--- src/rtl/handshake_data_to_ctrl.sv ---
// Converts a valid/ready data channel into indistinguishable control tokens held as a count.
// Optional payload check against EXPECTED is built only when HANDSHAKE_DATA_CHECK_EN is defined.
module handshake_data_to_ctrl #(
    parameter int unsigned           DATA_WIDTH = 32,
    parameter int unsigned           DEPTH      = 4,
    parameter logic [DATA_WIDTH-1:0] EXPECTED   = DATA_WIDTH'(32'h0001E6D7)
) (
    input  logic                  clk,
    input  logic                  rst,
    input  logic [DATA_WIDTH-1:0] ins,
    input  logic                  ins_valid,
    output logic                  ins_ready,
    output logic                  ctrl_valid,
    input  logic                  ctrl_ready,
    output logic [3:0]            occupancy,
    output logic                  mismatch,
    output logic [7:0]            mismatch_cnt,
    output logic [DATA_WIDTH-1:0] first_bad
);

    localparam logic [3:0] DepthLim = 4'(DEPTH);

    logic [3:0] occ_q, occ_d;
    logic       in_fire;
    logic       out_fire;

    // Handshake outputs depend on the registered count only.
    assign ins_ready  = (occ_q < DepthLim);
    assign ctrl_valid = (occ_q != 4'd0);
    assign in_fire    = ins_valid & ins_ready;
    assign out_fire   = ctrl_valid & ctrl_ready;
    assign occupancy  = occ_q;

    always_comb begin
        occ_d = occ_q;
        if (in_fire && !out_fire) begin
            occ_d = occ_q + 4'd1;
        end else if (!in_fire && out_fire) begin
            occ_d = occ_q - 4'd1;
        end
    end

    always_ff @(posedge clk or negedge rst) begin
        if (!rst) begin
            occ_q <= 4'd0;
        end else begin
            occ_q <= occ_d;
        end
    end

`ifdef HANDSHAKE_DATA_CHECK_EN
    logic                  mismatch_q, mismatch_d;
    logic [7:0]            cnt_q, cnt_d;
    logic [DATA_WIDTH-1:0] first_bad_q, first_bad_d;
    logic                  bad;

    assign bad = in_fire && (ins != EXPECTED);

    always_comb begin
        mismatch_d  = mismatch_q | bad;
        cnt_d       = cnt_q;
        first_bad_d = first_bad_q;
        if (bad && (cnt_q != 8'hFF)) begin
            cnt_d = cnt_q + 8'd1;
        end
        if (bad && !mismatch_q) begin
            first_bad_d = ins;
        end
    end

    always_ff @(posedge clk or negedge rst) begin
        if (!rst) begin
            mismatch_q  <= 1'b0;
            cnt_q       <= 8'd0;
            first_bad_q <= '0;
        end else begin
            mismatch_q  <= mismatch_d;
            cnt_q       <= cnt_d;
            first_bad_q <= first_bad_d;
        end
    end

    assign mismatch     = mismatch_q;
    assign mismatch_cnt = cnt_q;
    assign first_bad    = first_bad_q;
`else
    // Payload is discarded entirely in this build.
    logic unused_ins;
    assign unused_ins   = ^ins;
    assign mismatch     = 1'b0;
    assign mismatch_cnt = 8'd0;
    assign first_bad    = '0;
`endif

endmodule

--- config.mk ---
export PLATFORM = sky130hd
export DESIGN_NAME = handshake_data_to_ctrl
export DESIGN_NICKNAME = d
export VERILOG_FILES = /design/src/rtl/handshake_data_to_ctrl.sv
export SDC_FILE = /design/constraint.sdc
export NUM_CORES = 1
export LEC_CHECK = 0
export ABC_AREA = 1
export ABC_CLOCK_PERIOD_IN_PS = 3300
export BUFFER_PORTS_ARGS = -buffer_cell sky130_fd_sc_hd__buf_4
export CELL_PAD_IN_SITES_DETAIL_PLACEMENT = 1
export CELL_PAD_IN_SITES_GLOBAL_PLACEMENT = 1
export CORE_UTILIZATION = 19
export CTS_CLUSTER_SIZE = 28
export DETAILED_ROUTE_END_ITERATION = 10
export PLACE_DENSITY_LB_ADDON = 0.1
export SYNTH_ARGS = -nofsm -noshare
export SYNTH_HDL_FRONTEND = slang
export SYNTH_SLANG_ARGS = --single-unit
--- constraint.sdc ---
create_clock -name clk -period 3.3 [get_ports clk]
set_input_delay 0.66 -clock clk [delete_from_list [all_inputs] [get_ports clk]]
set_output_delay 0.66 -clock clk [all_outputs]
set_load 0.05 [all_outputs]
==> flow_metrics.env, run 1 <==
export IMPL_status="complete, but fails checks"
export IMPL_violations="design-rule violations"
export IMPL_grt_pass1_vias=285
export IMPL_p_leak_uw=0.000338
export IMPL_cp_depth=10
export IMPL_holdBufCountCts=0
export IMPL_grt_antenna_before_repair=0
export IMPL_vias=358
export IMPL_end_kind="flip-flop"
export IMPL_path_clk_slew_ns=0.04
export IMPL_crit_path_top_delay_cell="dfrtp_1"
export IMPL_layout_nets=130
export IMPL_crit_required_ns=3.42
export IMPL_crit_top_cell="nand2_1"
export IMPL_rows=19
export IMPL_drtAntennaViolNets=0
export IMPL_drt_iter0_markers=5
export IMPL_maxSlewViolCount=0
export IMPL_crit_path_end="occupancy[3]"
export IMPL_cp_buffers_inverters=1
export IMPL_setup_violations_final=0
export IMPL_postCtsSetupBuffers=0
export IMPL_route_detailed_drc=4
export IMPL_fmax_mhz=531
export IMPL_synth_seq_cells=4
export IMPL_arrival_ns=2.00
export IMPL_pin_count=83
export IMPL_syn_inst=77
export IMPL_cts_resized=0
export IMPL_critical_path_class="reg2reg"
export IMPL_syn_to_final_growth_pct=-4.83
export IMPL_path_max_fanout=6
export IMPL_start_util=0.209
export IMPL_largest_reg_flops=4
export IMPL_min_period_over_period=0.570
export IMPL_cp_cell_sequence="nor2_1 -> nand2_1 -> nand2_1 -> ha_1 -> inv_1 -> ha_1 -> a21oi_1 -> nand3_1 -> nand3_1 -> nand2_1"
export IMPL_hold_path_class="in2async"
export IMPL_place_ws_ns=1.16
export IMPL_cts_htree_levels=1
export IMPL_finalCriticalPeriod_ns=1.88
export IMPL_timing_hold_ws_ns=0.217
export IMPL_reg2reg_depth=10
export IMPL_routed_via_density=3.01
export IMPL_cts_tree="yes"
export IMPL_yosys_warnings=0
export IMPL_rsz0062_at_grt="no"
export IMPL_multiInputGateArea_um2=323
export IMPL_diodes=0
export IMPL_root_buffer="clkbuf_4"
export IMPL_syn_area_um2=596
export IMPL_core_area_mm2=0.00285
export IMPL_ys_seq_area_frac=0.168
export IMPL_overflow=0
export IMPL_clock_skew_ns=0.00274
export IMPL_clock_latency_ns=0.23
export IMPL_clk_path_buf_depth=2
export IMPL_cts_buffers=3
export IMPL_critPathTopFamily="simple AND/OR/NAND/NOR gates"
export IMPL_fin_ws_ns=1.42
export IMPL_die_width_um=58.0
export IMPL_drive_gt1_frac=0.148
export IMPL_slowest_delay_ns=0.43
export IMPL_gp_congestion=0.649
export IMPL_start_kind="flip-flop"
export IMPL_cap_viol_max_count=0
export IMPL_wl_per_cell_um=7.01
export IMPL_register_area_um2=100
export IMPL_setup_worst_path_start="occupancy[3]"
export IMPL_r2r_start="occupancy[3]"
export IMPL_peakVddDrop_mv=0.339
export IMPL_die_y_um=58.0
export IMPL_dp_hpwl_um=766
export IMPL_hold_viol_final=0
export IMPL_yosysUniqueCellTypes=14
export IMPL_dieArea_mm2=0.00336
export IMPL_syn_area_per_cell_um2=7.73
export IMPL_routed_wl_um=834
export IMPL_cts_num_sinks=4
export IMPL_grt_first_pass_wirelength_mm=1.22
export IMPL_r2r_end="occupancy[3]"
export IMPL_regToRegSetupSlack_ns=1.42
export IMPL_p_per_area_mw_per_mm2=1170
export IMPL_grt_max_degree=7
export IMPL_dr_pass1_iters=6
export IMPL_portBuffers=9
export IMPL_fillers=365
export IMPL_grtUsageTotal=0.0498
export IMPL_tns_ns=0
[cell families (layout without fill, tap and decap cells)]
group           Yosys count  in the layout  share of synthesized area
simple gates             19             19                      0.141
compound gates            2              2                     0.0168
buf+inv                  45             16                      0.542
fa+ha+maj                 4              4                     0.0966
flops                     4              4                      0.168
xor+xnor                  2              2                     0.0294
other cells               1             41                    0.00630
[how the worst min path moves through the flow]
stage | depth (start not counted) | startpoint | end
after floorplan | 0 | rst | occupancy[0]
final | 1 | rst | occupancy[3]
after global routing | 1 | rst | occupancy[0]
after CTS | 1 | rst | occupancy[2]
after global placement | 1 | rst | occupancy[0]
after detailed placement | 1 | rst | occupancy[0]
[synthesized netlist by cell type]
library cell | count | area share
a21oi_1 | 1 | 0.0084
inv_1 | 4 | 0.025
nand2_1 | 13 | 0.082
fa_1 | 1 | 0.034
nor2_1 | 2 | 0.013
nand3_1 | 2 | 0.017
o21ai_1 | 1 | 0.0084
xnor2_1 | 2 | 0.029
dfrtp_1 | 4 | 0.17
buf_4 | 41 | 0.52
conb_1 | 1 | 0.0063
nor3b_1 | 1 | 0.013
nand3_2 | 1 | 0.017
ha_1 | 3 | 0.063
[through the flow]
step,std cells,util,total power (µW),area (µm²)
floorplan,117,-,542,746
global placement,116,0.191,620,544
detailed placement,116,0.191,618,544
CTS,119,0.199,683,567
global route,119,0.199,723,567
finish,119,0.199,666,567
[routing by layer]
| metal | share of wire | up-vias | GRT usage |
|---|---|---|---|
| met2 | 0.53 | 27 | 0.0755 |
| met3 | 0.10 | 0 | 0.00893 |
| met4 | 0 | 0 | 0.0510 |
| li1 | - | 176 | - |
| met1 | 0.37 | 155 | 0.0572 |
| met5 | 0 | - | 0 |
[cell usage in the layout, fill, tap and decap left out, types with 2 or more instances in the layout]
| master | netlist | routed |
|---|---|---|
| ha_1 | 3 | 3 |
| nand2_1 | 13 | 13 |
| inv_1 | 4 | 4 |
| dfrtp_1 | 4 | 4 |
| conb_1 | 1 | 41 |
| nor2_1 | 2 | 2 |
| xnor2_1 | 2 | 2 |
| buf_4 | 41 | 9 |
| clkbuf_4 | 0 | 3 |
| nand3_1 | 2 | 2 |
[report_power, final]
part	switching [µW]	total, µW	internal, µW
clock	18.8	59.4	40.6
combinational	355	488	133
sequential	41.1	118	76.8
[final cells by class]
class                      count  share of cell area
tap                           31              0.0684
sequential                     4               0.177
timing repair buffer           9               0.119
multi-input combinational     68               0.570
clock buffer                   3              0.0397
inverter                       4              0.0265
(Power assumes the default switching activity.)
==> run 2: changes to the inputs <==
--- a/config.mk
+++ b/config.mk
@@ -6,11 +6,11 @@
 export NUM_CORES = 1
 export LEC_CHECK = 0
 export ABC_AREA = 1
-export ABC_CLOCK_PERIOD_IN_PS = 3300
+export ABC_CLOCK_PERIOD_IN_PS = 1510
 export BUFFER_PORTS_ARGS = -buffer_cell sky130_fd_sc_hd__buf_4
 export CELL_PAD_IN_SITES_DETAIL_PLACEMENT = 1
 export CELL_PAD_IN_SITES_GLOBAL_PLACEMENT = 1
-export CORE_UTILIZATION = 19
+export CORE_UTILIZATION = 16
 export CTS_CLUSTER_SIZE = 28
 export DETAILED_ROUTE_END_ITERATION = 10
 export PLACE_DENSITY_LB_ADDON = 0.1
==> constraint.sdc (replaced) <==
create_clock -name clk -period 1.51 [get_ports clk]
set_input_delay 0.302 -clock clk [delete_from_list [all_inputs] [get_ports clk]]
set_output_delay 0.302 -clock clk [all_outputs]
set_load 0.05 [all_outputs]
==> flow_metrics.env, run 2 (synthesized netlist as in run 1, its figures left out) <==
export IMPL_status="complete, but fails checks"
export IMPL_violations="negative setup slack"
export IMPL_crit_path_top_delay_cell="dfrtp_2"
export IMPL_pin_count=83
export IMPL_vias=416
export IMPL_grt_max_degree=7
export IMPL_wl_per_cell_um=7.17
export IMPL_hold_viol_final=0
export IMPL_drt_iter0_markers=1
export IMPL_cp_cell_sequence="nor3b_2 -> buf_4 -> ha_4 -> inv_6 -> ha_4 -> nand3_2 -> nand2_1 -> nand2_1 -> nand3_1 -> nand2_1"
export IMPL_total_power_uw=2050
export IMPL_diodes=0
export IMPL_fin_ws_ns=-0.134
export IMPL_portBuffers=9
export IMPL_critPathTopFamily="simple AND/OR/NAND/NOR gates"
export IMPL_clock_latency_ns=0.22
export IMPL_layout_commonest_cell="conb_1"
export IMPL_p_leak_uw=0.000429
export IMPL_peakVddDrop_mv=0.790
export IMPL_cp_buffers_inverters=2
export IMPL_setup_violations_final=3
export IMPL_tns_ns=-0.381
export IMPL_final_area_um2=798
export IMPL_placed_cells=140
export IMPL_maxSlewViolCount=0
export IMPL_hold_path_class="in2async"
export IMPL_final_cell_mix="41 x conb_1, 20 x buf_4, 10 x nand2_1"
export IMPL_clock_skew_ns=0.00379
export IMPL_start_kind="flip-flop"
export IMPL_rsz0062_at_grt="yes"
export IMPL_syn_to_final_growth_pct=34.0
export IMPL_cap_viol_max_count=0
export IMPL_layout_nets=143
export IMPL_arrival_ns=1.75
export IMPL_dr_max_layer_used="met3"
export IMPL_die_y_um=63.0
export IMPL_overflow=0
export IMPL_cts_buffers=3
export IMPL_drtAntennaViolNets=0
export IMPL_routed_wl_mm=1.06
export IMPL_fmax_mhz=608
export IMPL_slowest_delay_ns=0.42
export IMPL_crit_top_cell="nand2_1"
export IMPL_dp_hpwl_um=917
export IMPL_path_clk_slew_ns=0.03
export IMPL_route_detailed_drc=0
export IMPL_met3_wirelength_um=90
export IMPL_start_util=0.173
export IMPL_met1Wirelength_um=440
export IMPL_dieArea_mm2=0.00397
export IMPL_cts_num_sinks=4
export IMPL_core_area_mm2=0.00344
export IMPL_routed_via_density=2.81
export IMPL_gp_congestion=0.645
export IMPL_grt_pass1_vias=360
export IMPL_cts_tree="yes"
export IMPL_finalCriticalPeriod_ns=1.64
export IMPL_wl_met2_um=530
export IMPL_path_max_fanout=4
export IMPL_min_period_over_period=1.09
export IMPL_dr_pass1_iters=3
export IMPL_rows=21
export IMPL_grt_antenna_before_repair=0
export IMPL_largest_reg_flops=4
export IMPL_clk_path_buf_depth=2
export IMPL_root_buffer="clkbuf_8"
export IMPL_critical_path_class="reg2reg"
export IMPL_end_kind="flip-flop"
export IMPL_cts_htree_levels=1
export IMPL_p_per_area_mw_per_mm2=2570
export IMPL_grtUsageTotal=0.0567
export IMPL_drive_gt1_frac=0.392
export IMPL_die_width_um=63.0
export IMPL_grt_first_pass_wirelength_mm=1.64
export IMPL_crit_required_ns=1.61
export IMPL_post_dp_cell_area_um2=679
export IMPL_layout_cells_non_filler=148
export IMPL_fillers=424
[run 2: changes by cell type in the layout (fill, tap and decap cells not counted), sizes merged]
cell	change
buf	+12
clkbuf	+1
dlygate4sd3	+1
[run 2: area by class of cell]
class | count | area, µm² | area share
multi-input cells | 68 | 402 | 0.503
repair buffers | 22 | 171 | 0.215
flip-flops and latches | 4 | 103 | 0.129
well taps | 46 | 57.6 | 0.0721
clock buffers | 4 | 45.0 | 0.0564
inverters | 4 | 20.0 | 0.0251
[run 2: stage by stage]
step / setup WS (ns) / hold slack (ns) / util
3_5_place_dp: -0.223 / 0.107 / 0.197
4_1_cts: -0.156 / 0.416 / 0.224
5_1_grt: -0.240 / 0.435 / 0.232
2_1_floorplan: -0.578 / 0.00641 / -
3_3_place_gp: -0.204 / 0.103 / 0.197
6_report: -0.134 / 0.426 / 0.232
[run 2: power breakdown]
part	switching [µW]	internal, µW	total (µW)
Clock	58.5	181	239
Combinational	956	618	1570
Sequential	61.7	174	236
[run 2: metal layers]
layer,vias to the layer above,global-route usage
met4,0,0.0174
met1,187,0.0598
met2,27,0.0927
li1,202,-
met3,0,0.0347
met5,-,0
[run 2: worst paths after layout]
check / startpoint / to / slack [ns] / cells past startpoint
setup / recovery: occupancy[3] / occupancy[3] / -0.13 / 10
hold / removal: rst / occupancy[3] / 0.43 / 2
setup reg to reg: occupancy[3] / occupancy[3] / -0.13 / 10
hold reg to reg: occupancy[0] / occupancy[0] / 0.62 / 2
max in group asynchronous: rst / occupancy[2] / 0.97 / 2
min in group clk: ctrl_ready / occupancy[2] / 0.54 / 4
[run 2: worst register-to-register path, stage by stage, from the launching register on]
cell     delay [ns]
dfrtp_2        0.42
nor3b_2        0.18
buf_4          0.14
ha_4           0.15
inv_6          0.05
ha_4           0.29
nand3_2        0.07
nand2_1        0.07
nand2_1        0.05
nand3_1        0.06
nand2_1        0.05
[run 2: what timing repair did]
item                       CTS  global route
gates resized for setup      5             4
setup buffers                1             2
hold endpoints to repair     4             0
hold buffers                 1             0
pin swaps                    1             2
setup endpoints to repair    3             4
